==> config.mk <==
export PLATFORM = sky130hd
export DESIGN_NAME = trng_block_scheduler
export DESIGN_NICKNAME = d
export VERILOG_FILES = /design/src/rtl/trng_pkg.sv /design/src/rtl/trng_rct_monitor.sv /design/src/rtl/trng_block_scheduler.sv
export SDC_FILE = /design/constraint.sdc
export NUM_CORES = 1
export LEC_CHECK = 0
export BUFFER_PORTS_ARGS = -buffer_cell sky130_fd_sc_hd__buf_4
export CORE_ASPECT_RATIO = 1.75
export CORE_UTILIZATION = 40
export DETAILED_ROUTE_END_ITERATION = 7
export PLACE_DENSITY = 0.67
export SETUP_SLACK_MARGIN = 0.1
export SYNTH_ARGS = -nofsm -noshare
export SYNTH_HDL_FRONTEND = slang
export SYNTH_SLANG_ARGS = --single-unit
==> constraint.sdc <==
create_clock -name TRNG_Clock -period 2.64 [get_ports TRNG_Clock]
set_input_delay 0.132 -clock TRNG_Clock [delete_from_list [all_inputs] [get_ports TRNG_Clock]]
set_output_delay 0.132 -clock TRNG_Clock [all_outputs]
set_load 0.05 [all_outputs]
==> src/rtl/trng_pkg.sv <==
// Shared types and default sizing for the TRNG block scheduler and its health monitor.
package trng_pkg;

  typedef enum logic [2:0] {
    ST_IDLE    = 3'd0,
    ST_COLLECT = 3'd1,
    ST_HASH    = 3'd2,
    ST_DRAIN   = 3'd3,
    ST_TX_WAIT = 3'd4,
    ST_RAW     = 3'd5
  } trng_state_e;

  localparam int unsigned BLOCK_BITS_DEF   = 448;
  localparam int unsigned RCT_CUTOFF_DEF   = 32;
  localparam int unsigned DIGEST_BYTES_DEF = 32;
  localparam int unsigned CNT_W_DEF        = 9;
  localparam int unsigned UART_W           = 8;

endpackage

==> src/rtl/trng_rct_monitor.sv <==
// Repetition Count Test: tracks the run of identical accepted bits and flags a trip
// on the bit that makes the run reach RCT_CUTOFF. A trip restarts the run from zero.
module trng_rct_monitor
  import trng_pkg::*;
#(
  parameter int unsigned RCT_CUTOFF = RCT_CUTOFF_DEF
) (
  input  logic clk,
  input  logic rst,
  input  logic clear,
  input  logic bit_valid,
  input  logic bit_in,
  output logic trip
);

  localparam int unsigned RUN_W = $clog2(RCT_CUTOFF + 1);

  logic [RUN_W-1:0] run_q, run_d;
  logic             last_q, last_d;
  logic             repeat_bit;

  // run_q == 0 marks "no previous bit", so the first bit always starts a fresh run
  assign repeat_bit = (run_q != '0) && (bit_in == last_q);
  assign trip       = bit_valid && repeat_bit && (run_q == RUN_W'(RCT_CUTOFF - 1));

  always_comb begin
    run_d  = run_q;
    last_d = last_q;
    if (clear || trip) begin
      run_d  = '0;
      last_d = 1'b0;
    end else if (bit_valid) begin
      last_d = bit_in;
      run_d  = repeat_bit ? run_q + 1'b1 : RUN_W'(1);
    end
  end

  always_ff @(posedge clk) begin
    if (rst) begin
      run_q  <= '0;
      last_q <= 1'b0;
    end else begin
      run_q  <= run_d;
      last_q <= last_d;
    end
  end

endmodule

==> src/rtl/trng_block_scheduler.sv <==
// TRNG datapath sequencer: health-checks raw bits, fills the hash message buffer,
// starts hashing, and streams the digest (or raw packed bytes) to the UART.
module trng_block_scheduler
  import trng_pkg::*;
#(
  parameter int unsigned BLOCK_BITS   = BLOCK_BITS_DEF,
  parameter int unsigned RCT_CUTOFF   = RCT_CUTOFF_DEF,
  parameter int unsigned DIGEST_BYTES = DIGEST_BYTES_DEF,
  parameter int unsigned CNT_W        = CNT_W_DEF
) (
  input  logic              TRNG_Clock,
  input  logic              TRNG_Reset,
  input  logic              trng_en,
  input  logic              ctrl_mode,
  input  logic              bit_valid,
  input  logic              bit_in,
  output logic              buf_wr_en,
  output logic              buf_wr_bit,
  output logic              buf_clear,
  output logic              hash_start,
  input  logic              hash_done,
  output logic              hash_rdy,
  output logic [4:0]        dig_idx,
  input  logic [7:0]        dig_byte,
  output logic              tx_start,
  output logic [UART_W-1:0] tx_data,
  input  logic              tx_busy,
  output logic              failure
);

  localparam int unsigned PK_W = $clog2(UART_W);

  trng_state_e       state_q, state_d;
  logic              mode_q, mode_d;
  logic [CNT_W-1:0]  bit_cnt_q, bit_cnt_d;
  logic [4:0]        dig_idx_q, dig_idx_d;
  logic [UART_W-2:0] shift_q, shift_d;
  logic [PK_W-1:0]   pk_cnt_q, pk_cnt_d;
  logic [UART_W-1:0] tx_data_q, tx_data_d;
  logic              tx_start_q, tx_start_d;
  logic              hash_start_q, hash_start_d;
  logic              buf_clear_q, buf_clear_d;
  logic              hash_rdy_q, hash_rdy_d;
  logic              failure_q, failure_d;
  logic              guard_q, guard_d;

  logic bit_acc;
  logic rct_trip;
  logic rct_clear;
  logic raw_full;

  // Kept outside the FSM process so the trip path has no combinational loop through it.
  // In RAW the completing bit is only taken when the UART line is free.
  assign raw_full  = (pk_cnt_q == PK_W'(UART_W - 1));
  assign bit_acc   = trng_en && bit_valid &&
                     ((state_q == ST_COLLECT) || ((state_q == ST_RAW) && !(raw_full && tx_busy)));
  assign buf_wr_en  = bit_acc && (state_q == ST_COLLECT) && !rct_trip;
  assign buf_wr_bit = buf_wr_en & bit_in;
  assign rct_clear  = buf_clear_d;

  trng_rct_monitor #(
    .RCT_CUTOFF(RCT_CUTOFF)
  ) u_rct (
    .clk      (TRNG_Clock),
    .rst      (TRNG_Reset),
    .clear    (rct_clear),
    .bit_valid(bit_acc),
    .bit_in   (bit_in),
    .trip     (rct_trip)
  );

  always_comb begin
    state_d      = state_q;
    mode_d       = mode_q;
    bit_cnt_d    = bit_cnt_q;
    dig_idx_d    = dig_idx_q;
    shift_d      = shift_q;
    pk_cnt_d     = pk_cnt_q;
    tx_data_d    = tx_data_q;
    hash_rdy_d   = hash_rdy_q;
    failure_d    = failure_q;
    guard_d      = guard_q;
    tx_start_d   = 1'b0;
    hash_start_d = 1'b0;
    buf_clear_d  = 1'b0;

    if ((state_q != ST_IDLE) && !trng_en) begin
      state_d     = ST_IDLE;
      buf_clear_d = 1'b1;
      hash_rdy_d  = 1'b0;
      bit_cnt_d   = '0;
      dig_idx_d   = '0;
      shift_d     = '0;
      pk_cnt_d    = '0;
      guard_d     = 1'b0;
    end else begin
      unique case (state_q)
        ST_IDLE: begin
          if (trng_en) begin
            mode_d      = ctrl_mode;
            buf_clear_d = 1'b1;
            bit_cnt_d   = '0;
            shift_d     = '0;
            pk_cnt_d    = '0;
            state_d     = ctrl_mode ? ST_RAW : ST_COLLECT;
          end
        end
        ST_COLLECT: begin
          if (rct_trip) begin
            failure_d   = 1'b1;
            buf_clear_d = 1'b1;
            bit_cnt_d   = '0;
          end else if (bit_acc) begin
            if (bit_cnt_q == CNT_W'(BLOCK_BITS - 1)) begin
              bit_cnt_d    = '0;
              hash_start_d = 1'b1;
              failure_d    = 1'b0;
              state_d      = ST_HASH;
            end else begin
              bit_cnt_d = bit_cnt_q + 1'b1;
            end
          end
        end
        ST_HASH: begin
          if (hash_done) begin
            dig_idx_d  = '0;
            hash_rdy_d = 1'b1;
            state_d    = ST_DRAIN;
          end
        end
        ST_DRAIN: begin
          if (!tx_busy) begin
            tx_data_d  = dig_byte;
            tx_start_d = 1'b1;
            guard_d    = 1'b1;
            state_d    = ST_TX_WAIT;
          end
        end
        ST_TX_WAIT: begin
          // guard cycle lets the UART raise tx_busy before it is sampled
          if (guard_q) begin
            guard_d = 1'b0;
          end else if (!tx_busy) begin
            if (!mode_q && (dig_idx_q < 5'(DIGEST_BYTES - 1))) begin
              dig_idx_d = dig_idx_q + 1'b1;
              state_d   = ST_DRAIN;
            end else begin
              if (!mode_q) begin
                hash_rdy_d  = 1'b0;
                buf_clear_d = 1'b1;
                dig_idx_d   = '0;
              end
              mode_d  = ctrl_mode;
              state_d = ctrl_mode ? ST_RAW : ST_COLLECT;
            end
          end
        end
        ST_RAW: begin
          if (rct_trip) begin
            failure_d = 1'b1;
            shift_d   = '0;
            pk_cnt_d  = '0;
          end else if (bit_acc) begin
            if (raw_full) begin
              tx_data_d  = {shift_q, bit_in};
              tx_start_d = 1'b1;
              guard_d    = 1'b1;
              failure_d  = 1'b0;
              shift_d    = '0;
              pk_cnt_d   = '0;
              state_d    = ST_TX_WAIT;
            end else begin
              shift_d  = {shift_q[UART_W-3:0], bit_in};
              pk_cnt_d = pk_cnt_q + 1'b1;
            end
          end
        end
        default: state_d = ST_IDLE;
      endcase
    end
  end

  always_ff @(posedge TRNG_Clock) begin
    if (TRNG_Reset) begin
      state_q      <= ST_IDLE;
      mode_q       <= 1'b0;
      bit_cnt_q    <= '0;
      dig_idx_q    <= '0;
      shift_q      <= '0;
      pk_cnt_q     <= '0;
      tx_data_q    <= '0;
      tx_start_q   <= 1'b0;
      hash_start_q <= 1'b0;
      buf_clear_q  <= 1'b0;
      hash_rdy_q   <= 1'b0;
      failure_q    <= 1'b0;
      guard_q      <= 1'b0;
    end else begin
      state_q      <= state_d;
      mode_q       <= mode_d;
      bit_cnt_q    <= bit_cnt_d;
      dig_idx_q    <= dig_idx_d;
      shift_q      <= shift_d;
      pk_cnt_q     <= pk_cnt_d;
      tx_data_q    <= tx_data_d;
      tx_start_q   <= tx_start_d;
      hash_start_q <= hash_start_d;
      buf_clear_q  <= buf_clear_d;
      hash_rdy_q   <= hash_rdy_d;
      failure_q    <= failure_d;
      guard_q      <= guard_d;
    end
  end

  assign buf_clear  = buf_clear_q;
  assign hash_start = hash_start_q;
  assign hash_rdy   = hash_rdy_q;
  assign dig_idx    = dig_idx_q;
  assign tx_start   = tx_start_q;
  assign tx_data    = tx_data_q;
  assign failure    = failure_q;

endmodule

Word level (Yosys, flattened, before mapping)
Cells that the tools add are included.
{ "classes": {"order_cmp": 1, "muxes": 78, "n_addsub": 4, "bitwise": 4, "eq_ne": 27, "reduce_logical": 39} }
{ "op_table": {"columns": ["op", "n"], "rows": [
  ["2-to-1 mux 3 bit", 17],
  ["2-to-1 mux 9 bit", 4],
  ["2-to-1 mux 8 bit", 4],
  ["2-to-1 mux 1 bit", 31],
  ["2-to-1 mux 7 bit", 4],
  ["2-to-1 mux 5 bit", 5],
  ["inequality test 2 bit, second input constant", 12],
  ["AND reduction 6 bit", 4],
  ["case mux 3 bit (6 select lines)", 1],
  ["case mux 9 bit (2 select lines)", 1],
  ["case mux 8 bit (2 select lines)", 1],
  ["case mux 7 bit (2 select lines)", 1],
  ["inequality test 3 bit, second input constant", 4],
  ["nonzero test 2 bit", 6],
  ["logical AND 1 bit", 11],
  ["AND reduction 11 bit", 1],
  ["case mux 5 bit (2 select lines)", 1],
  ["AND reduction 5 bit", 2],
  ["adder 9 x 1 -> 9 bit, second input constant", 1],
  ["== test 3 bit, second input constant", 3],
  ["== test 9 bit, second input constant", 1],
  ["case mux 1 bit (2 select lines)", 4],
  ["adder 6 x 1 -> 6 bit, second input constant", 1],
  ["== test 3 x 2 -> 1 bit, second input constant", 2],
  ["other kinds (21)", 31]
]} }
{ "totals": {"regBits": 49, "wordCells": 168, "output_inout_bits": 20} }

Logic depth before layout (Yosys ltp)
Gate-level depths: netlist of the first run.
{ "depth": {"word_depth": 13, "mapped_depth": 9, "ltp_nobuf": 7} }

Modules after synthesis
Synthesis of the first run repeated with hierarchy kept, for this count alone.
{ "hier_totals": {"cells_unflattened": 304, "hier_area_um2": 2565.0} }
{ "by_module_without_submodules": {"columns": ["mod", "cells_per_inst", "n_inst", "area_each_um2"], "rows": [
  ["trng_block_scheduler", 262, 1, 2165.8],
  ["trng_rct_monitor", 42, 1, 399.1]
]} }

Worst setup path after synthesis of the first run
No wires, ideal clock.
{ "synth_path": {"path_type": "register -> output", "from": "register state_q[1]", "to": "output buf_wr_bit", "stages_incl_launch_ff": 6, "t_arrival_ns": 2.011, "setup_slack_ns": 0.497, "n_path_buf": 1, "path_cell_list": "dfxtp_1 > buf_6 > and4b_1 > nand2_1 > nor2_1 > and2_1"} }
{ "synth_via": {"elab_chain_len": 9} }
{ "synth_rtl": {"columns": ["item", "line", "rtl"], "rows": [
  ["start, declared", "trng_block_scheduler.sv:33", "trng_state_e state_q, state_d;"],
  ["start signal, assigned", "trng_block_scheduler.sv:199", "state_q <= state_d;"],
  ["== test 3 bit", "trng_block_scheduler.sv:56", "((state_q == ST_COLLECT) || ((state_q == ST_RAW) && !(raw_full && tx_busy)));"],
  ["logical AND 1 bit", "trng_block_scheduler.sv:56", null],
  ["logical OR 1 bit", "trng_block_scheduler.sv:56", null],
  ["logical AND 1 bit", "trng_block_scheduler.sv:55", "assign bit_acc = trng_en && bit_valid &&"],
  ["logical AND 1 bit (2 in a row)", "trng_rct_monitor.sv:24", "assign trip = bit_valid && repeat_bit && (run_q == RUN_W'(RCT_CUTOFF - 1));"],
  ["logical NOT 1 bit", "trng_block_scheduler.sv:57", "assign buf_wr_en = bit_acc && (state_q == ST_COLLECT) && !rct_trip;"],
  ["logical AND 1 bit (*)", "trng_block_scheduler.sv:57", null],
  ["named net buf_wr_en", "trng_block_scheduler.sv:17", "output logic buf_wr_en,"],
  ["bitwise AND 1 bit (*)", "trng_block_scheduler.sv:58", "assign buf_wr_bit = buf_wr_en & bit_in;"],
  ["end, declared", "trng_block_scheduler.sv:18", "output logic buf_wr_bit,"]
]} }
The timed path passes the listed nets; every way through them passes the cells marked *.

Worst setup path after layout of the first run
{ "layout_path": {"from": "register state_q[0]", "to": "register pk_cnt_q[0]"} }
{ "layout_via": {"elab_chain_len": 8} }
{ "layout_rtl": {"columns": ["item", "line", "rtl"], "rows": [
  ["== test 3 bit", "trng_block_scheduler.sv:56, trng_block_scheduler.sv:97", null],
  ["logical AND 1 bit", "trng_block_scheduler.sv:56", null],
  ["logical OR 1 bit", "trng_block_scheduler.sv:56", null],
  ["logical AND 1 bit", "trng_block_scheduler.sv:55", null],
  ["logical AND 1 bit (2 in a row)", "trng_rct_monitor.sv:24", null],
  ["inequality test 3 bit (no source line) or 2-to-1 mux 3 bit (tied branches)", null, null],
  ["AND reduction 3 bit (no source line) or case mux 3 bit (2 select lines) (tied branches)", null, null],
  ["end signal, assigned", "trng_block_scheduler.sv:204", "pk_cnt_q <= pk_cnt_d;"],
  ["end, declared", "trng_block_scheduler.sv:38", "logic [PK_W-1:0] pk_cnt_q, pk_cnt_d;"]
]} }
Parallel ways exist; a longest one is shown, timed or not.
A chain may end at the register's enable or synchronous reset.

==> key figures, run 1 <==
Clocking
  – CTS tree: done
  – Worst-Skew Late Latency: 0.32 ns
  – H-Tree Level Count: 2
  – Postcts setup bufs: 0
  – Clock slew at reported path FFs: 0.10 ns
  – CTS Buf Count: 5
  – CTS root buffer: clkbuf_8
  – CTS Buffer Depth: 2
  – Clock tree sinks: 49
  – Cts hold-fix bufs: 0

Final layout
  – Fin nets: 350
  – # fillers: 634
  – Most frequent cells in the layout: 49 x dfxtp_1, 39 x buf_4, 30 x nand2_1, 27 x nor2_1, 27 x a21oi_1
  – Ant diodes: 0
  – Area growth syn-to-layout: 16.28%
  – Post-Layout Cell Count: 409
  – Commonest non-fill, non-tap cell in the layout: dfxtp_1
  – Share of cells above drive strength 1: 17.63%

Worst setup path
  – Reg-to-reg endpoint: pk_cnt_q[0]
  – Req. time, crit path: 2.85 ns
  – Worst path top cell family by delay: simple AND/OR/NAND/NOR gates
  – Worst path arrival time: 2.50 ns
  – CP Launch Point: state_q[0]
  – CP startpoint kind: register
  – Worst path slowest cell: dfxtp_1
  – R2r setup slk: 0.35 ns
  – Delay of the slowest critical-path stage: 0.62 ns
  – Worst r2r path cells: 5
  – R2R Path Start: state_q[0]
  – Crit path kind: register to register
  – Crit-path cells: and4b_1 > and2_1 > a21oi_1 > and4_1 > mux2_2
  – Crit Path Max Fanout: 15
  – Critical path endpoint category: register
  – CP Buf/Inv Count: 0

STA
  – Worst slew margin: 48.87%
  – RSZ-0062 raised after global routing: no
  – Final Max Slew Viols: 0
  – Fin crit period: 2.286 ns
  – Final hold vios: 0
  – Crit share post-route: 86.59%
  – Setup violators final: 0
  – Worst-Margin Slew: 0.7600 ns
  – Fmax: 437.5 MHz
  – Setup Skew: 0.01012 ns
  – Final TNS setup: 0 ns
  – Worst Hold Margin: 0.08837 ns

Outcome
  – Status: finished with violations
  – Failing checks: DRC

Floorplan
  – Number of I/O pins: 36
  – Starting density of the core: 41.03%
  – Core area: 6181 um^2
  – Die area: 6675 um^2
  – Die W: 62.19 um
  – Die height: 107.3 um
  – Rows: 38

Synthesis
  – Top cells by area, synth: dfxtp_1 39%, a21oi_1 5.3%, nand2_1 4.4%
  – Synth area leader: dfxtp_1
  – Post-synthesis xor/xnor area fraction: 2.368%
  – Seq cells post-synth: 49
  – Synth warn: 0
  – Post-synth EDFFs: 0
  – Post-Syn Instances: 296
  – Largest family of logic cells by synthesized area: simple AND/OR/NAND/NOR gates
  – Multiplexer share of the synthesized area: 4.785%
  – Synth cell types: 55
  – Simple-gate share of the synthesized area: 23.58%
  – Ys async rst share: 0%
  – Syn_nets: 318
  – Sequential area share after synthesis: 38.68%
  – Post-Synth Adder-Cell Area: 2.960%
  – Mapped Area: 2536 um^2
  – Syn Area/Cell: 8.568 um^2
  – Synth Area in Compound Gates: 23.53%
  – Ys flop type: dfxtp_1
  – Yosys top cell area share: 38.68%

GRT
  – Global-route wire length before repair: 10.77 mm
  – Initial antenna violation count: 0
  – Number of global-route vias before repair: 2219
  – Pin count of the biggest net entering global routing: 18
  – Gr ovfl total: 0
  – GRT Total Usage: 20.51%

Drt
  – DR iter-0 viols: 92
  – Wire per inst: 15.85 um
  – DRT antenna net count: 0
  – WL final: 6.484 mm
  – Via Count: 2320
  – Initial DRT Pass Iterations: 6
  – Drc violations: 1
  – Vias per cell: 5.672

Hold path
  – HP Class: primary input to register
  – Hold Path Sink: mode_q
  – Hold_sp: ctrl_mode
  – Hold Crit Depth: 3

Power and ir drop
  – Power Dens Cells: 659.2 nW/um^2
  – Leakage power: 1.097 nW
  – Max VDD drop: 0.3211 mV

Placed design
  – Port Buffer Count: 35
  – Routability cong.: 0.9577
  – DP Cell Count: 401
  – Hpwl dp: 4.674 mm

Job
  – Max-Cap Viols: 0
logic make-up (layout without fill, tap and decap cells):
family	after synthesis	after routing
compound gates	85	85
xor+xnor	6	6
buf+inv	23	56
flops	49	49
mux	12	12
simple gates	115	115
fa+ha+maj	6	6
report_power, final:
part | total (W) | switching (W) | internal [W]
logic | 0.000638 | 0.000416 | 0.000222
registers | 0.000840 | 0.0000668 | 0.000774
clock network | 0.000465 | 0.000277 | 0.000188
routing by layer:
layer	vias to the layer above	GRT usage (%)	routed length, um
li1	1155	-	-
met1	1108	22.93	2709
met2	44	36.66	3415
met3	13	4.131	177
met4	0	9.967	181
met5	-	0	0
synthesized netlist by cell type (4+ instances only):
master	n
mux2i_1	11
inv_1	9
clkbuf_1	5
nand2b_1	6
a22o_1	7
nor2_1	27
a22oi_1	5
ha_1	6
nand4_1	4
nand2_1	30
nor4_1	4
o211ai_1	4
a21oi_1	27
xnor2_1	5
o21ai_0	10
buf_2	5
a311oi_1	11
nand3_1	13
dfxtp_1	49
a211oi_1	4
and3_1	4
nor2b_1	5
nor3_1	4
worst register-to-register path, stage by stage (launching register included):
cell and delay, ns:
dfxtp_1 0.62, and4b_1 0.37, and2_1 0.39, a21oi_1 0.17, and4_1 0.34, mux2_2 0.29
worst max path at each step:
stage / cells past startpoint / slack (ns) / end
global placement: 5 / 0.47 / pk_cnt_q[0]
finish: 5 / 0.35 / pk_cnt_q[0]
CTS: 5 / 0.32 / bit_cnt_q[8]
floorplan: 5 / 0.50 / buf_wr_bit
detailed placement: 5 / 0.35 / bit_cnt_q[8]
global route: 5 / 0.17 / tx_data[2]
state kept, by name, summed over array words and instances, names as in the netlist:
register,count
pk_cnt_q,3
u_rct.last_q,1
bit_cnt_q,9
u_rct.run_q,6
state_q,3
buf_clear,1
dig_idx,5
hash_rdy,1
mode_q,1
tx_data,8
tx_start,1
guard_q,1
failure,1
shift_q,7
hash_start,1
area by class of cell:
class                   count  area (um^2)  area share [%]
multi-input cells         224         1451           49.22
flip-flops and latches     49        980.9           33.26
repair buffers             39        292.8           9.928
well taps                  80        100.1           3.394
clock buffers               5        68.82           2.333
inverters                   9        33.78           1.146
clock inverters             3        21.27          0.7213
repair_timing:
action | CTS | global route
endpoints found under the hold margin | 0 | 0
setup endpoints to repair | 0 | 1
resized for setup | 0 | 1
through the flow:
step / setup slack [ns] / instance area [um^2] / total power (W) / utilization, %
2_1_floorplan: 0.4966 / 2536 / 0.001305 / -
3_3_place_gp: 0.4734 / 2859 / 0.001484 / 46.26
3_5_place_dp: 0.3541 / 2859 / 0.001485 / 46.26
4_1_cts: 0.3241 / 2949 / 0.001948 / 47.71
5_1_grt: 0.1688 / 2949 / 0.002053 / 47.71
6_report: 0.3540 / 2949 / 0.001944 / 47.71
(Power assumes the default switching activity.)
==> run 2: changes to the inputs <==
==> constraint.sdc (replaced) <==
create_clock -name TRNG_Clock -period 2.64 [get_ports TRNG_Clock]
set_input_delay 0.396 -clock TRNG_Clock [delete_from_list [all_inputs] [get_ports TRNG_Clock]]
set_output_delay 0.396 -clock TRNG_Clock [all_outputs]
set_load 0.05 [all_outputs]
==> run 2 against run 1 <==
Effect of this change:
- the run still ends with DRC left
- global-route usage down 0.74 points
- total power about the same
- via count is 1.2% higher
- clock-buffer cell count is the same
- fmax down 4.1%
- critical endpoint is now buf_wr_bit
- highest routed layer unchanged
==> key figures, run 2 (synthesis results as in run 1) <==
STA
  – Final TNS setup: 0 ns (unchanged)
  – RSZ-0062 raised after global routing: no
  – Setup Skew: 0.009420 ns (-0.0006987 ns)
  – Setup violators final: 0 (unchanged)
  – Fin crit period: 2.384 ns (+0.09777 ns)
  – Worst slew margin: 56.92% (+8.1 points)
  – Worst-Margin Slew: 0.6403 ns (-0.1197 ns)
  – Final Max Slew Viols: 0 (unchanged)
  – Final hold vios: 0 (unchanged)
  – Fin worst setup slack: 0.2563 ns (-0.09777 ns)
  – Crit share post-route: 90.29% (+3.7 points)
  – Fmax: 419.5 MHz (-4.1%)

Job
  – Max-Cap Viols: 0 (unchanged)

Final layout
  – Area growth syn-to-layout: 17.22%
  – Ant diodes: 0 (unchanged)
  – Fin nets: 353 (+0.86%)
  – Commonest non-fill, non-tap cell in the layout: dfxtp_1
  – # fillers: 614 (-3.2%)
  – Largest Register: bit_cnt_q
  – Share of cells above drive strength 1: 18.67% (+1.0 points)
  – Post-Layout Cell Count: 412 (+0.73%)
  – Max reg flops: 9 (unchanged)
  – Post-route cell area: 2973 um^2 (+0.81%)
  – Most frequent cells in the layout: 48 x dfxtp_1, 42 x buf_4, 30 x nand2_1, 27 x nor2_1, 27 x a21oi_1

GRT
  – Initial antenna violation count: 0 (unchanged)
  – Pin count of the biggest net entering global routing: 18 (unchanged)
  – Global-route wire length before repair: 10.39 mm (-3.5%)
  – Gr ovfl total: 0 (unchanged)
  – GRT Total Usage: 19.77% (-0.74 points)
  – Number of global-route vias before repair: 2215 (-0.18%)

Worst setup path
  – Req. time, crit path: 2.24 ns (-0.61 ns)
  – Crit Path Max Fanout: 7 (-8)
  – R2R Path Start: pk_cnt_q[1]
  – Worst path arrival time: 1.99 ns (-0.51 ns)
  – Worst r2r path cells: 8 (+3)
  – CP startpoint kind: register
  – Critical path endpoint category: output pin
  – Crit path kind: register to output pin
  – R2r setup slk: 0.36 ns (about the same)
  – Reg-to-reg endpoint: state_q[1]

Drt
  – DR iter-0 viols: 112 (+22%)
  – DRT antenna net count: 0 (unchanged)
  – Initial DRT Pass Iterations: 6 (unchanged)
  – Vias per cell: 5.697 (+0.43%)
  – Drc violations: 1 (unchanged)
  – Wire per inst: 15.43 um (-2.7%)
  – Via Count: 2347 (+1.2%)
  – WL final: 6.357 mm (-2.0%)

Placed design
  – DP Cell Count: 404 (+0.75%)
  – Port Buffer Count: 35 (unchanged)
  – DP Area: 2882 um^2 (+0.79%)
  – Routability cong.: 0.9204 (-3.9%)
  – Pre-CTS WS: 0.4260 ns (+0.07191 ns)
  – Hpwl dp: 4.681 mm (+0.15%)

Floorplan
  – Core area: 6181 um^2 (unchanged)
  – Die area: 6675 um^2 (unchanged)
  – Number of I/O pins: 36 (unchanged)
  – Rows: 38 (unchanged)
  – Starting density of the core: 41.03% (unchanged)
  – Die height: 107.3 um (unchanged)
  – Die W: 62.19 um (unchanged)

Hold path
  – Hold_sp: bit_in
  – Hold Crit Depth: 2 (-1)
  – HP Class: primary input to register
  – Hold Path Sink: shift_q[0]

Clocking
  – Worst-Skew Late Latency: 0.32 ns (about the same)
  – CTS tree: done
  – H-Tree Level Count: 2 (unchanged)
  – CTS root buffer: clkbuf_8
  – Postcts setup bufs: 0 (unchanged)
  – Cts hold-fix bufs: 0 (unchanged)
  – Clock slew at reported path FFs: 0.10 ns (about the same)
  – CTS Buffer Depth: 2 (unchanged)
  – Clock tree sinks: 49 (unchanged)
  – CTS Buf Count: 5 (unchanged)
  – PostCTS Resize Cnt: 0 (unchanged)

Power and ir drop
  – Leakage power: 1.112 nW (+1.4%)
  – NetSw: 0.0007567 W (-0.39%)
  – Net Sw Frac: 38.89% (-0.19 points)
  – Comb power frac: 33.2% (+0.4 points)
  – Sequential power share: 43.3% (about the same)
  – Internal power: 0.001189 W (+0.39%)
  – Clock Power Share: 23.6% (-0.3 points)
  – Power Dens Cells: 654.5 nW/um^2 (-0.72%)
  – Max VDD drop: 0.4040 mV (+26%)

Outcome
  – Status: finished with violations
  – Failing checks: DRC
## run 2: layout make-up
type	instances	area, um^2	share of cell area (%)
timing repair buffer	42	315.3	10.61
multi-input combinational	224	1451	48.82
clock buffer	5	68.82	2.315
sequential	49	982.2	33.04
tap	80	100.1	3.367
clock inverter	3	21.27	0.7155
inverter	9	33.78	1.136
## run 2: worst max-delay path by stage
| stage | from | endpoint | cells past startpoint |
|---|---|---|---|
| 2_1_floorplan | state_q[1] | buf_wr_bit | 5 |
| 3_3_place_gp | pk_cnt_q[0] | state_q[1] | 8 |
| 3_5_place_dp | pk_cnt_q[1] | u_rct.run_q[5] | 8 |
| 4_1_cts | u_rct.run_q[0] | buf_wr_bit | 6 |
| 5_1_grt | u_rct.run_q[0] | buf_wr_bit | 6 |
| 6_report | u_rct.run_q[0] | buf_wr_bit | 6 |
## run 2: critical path: stages (launching register included)
cell	delay [ns]
dfxtp_1	0.42
ha_1	0.27
nand2_1	0.12
nor4_4	0.32
nor2_1	0.17
and2_1	0.19
buf_4	0.18
## run 2: power groups by stage
| stage | Clock (W) | Combinational, W | Sequential (W) |
|---|---|---|---|
| floorplan | 0 | 0.000453 | 0.000853 |
| global placement | 0 | 0.000635 | 0.000852 |
| detailed placement | 0 | 0.000636 | 0.000855 |
| CTS | 0.000474 | 0.000638 | 0.000837 |
| global route | 0.000511 | 0.000692 | 0.000849 |
| finish | 0.000459 | 0.000645 | 0.000841 |
## run 2: layer usage
layer / share of wire, % / track usage (%) / routed length [um]
met1: 42 / 21.37 / 2651
met2: 53 / 36.73 / 3347
met3: 2.8 / 3.708 / 177
met4: 2.8 / 8.970 / 181
met5: 0 / 0 / 0
## run 2: through the flow
step                utilization (%)  hold WS (ns)  power (W)
global route                  48.10        0.3471   0.002052
finish                        48.10        0.3571   0.001946
floorplan                         -        0.4415   0.001305
CTS                           48.08        0.3494   0.001950
detailed placement            46.62        0.4542   0.001491
global placement              46.62        0.4598   0.001487
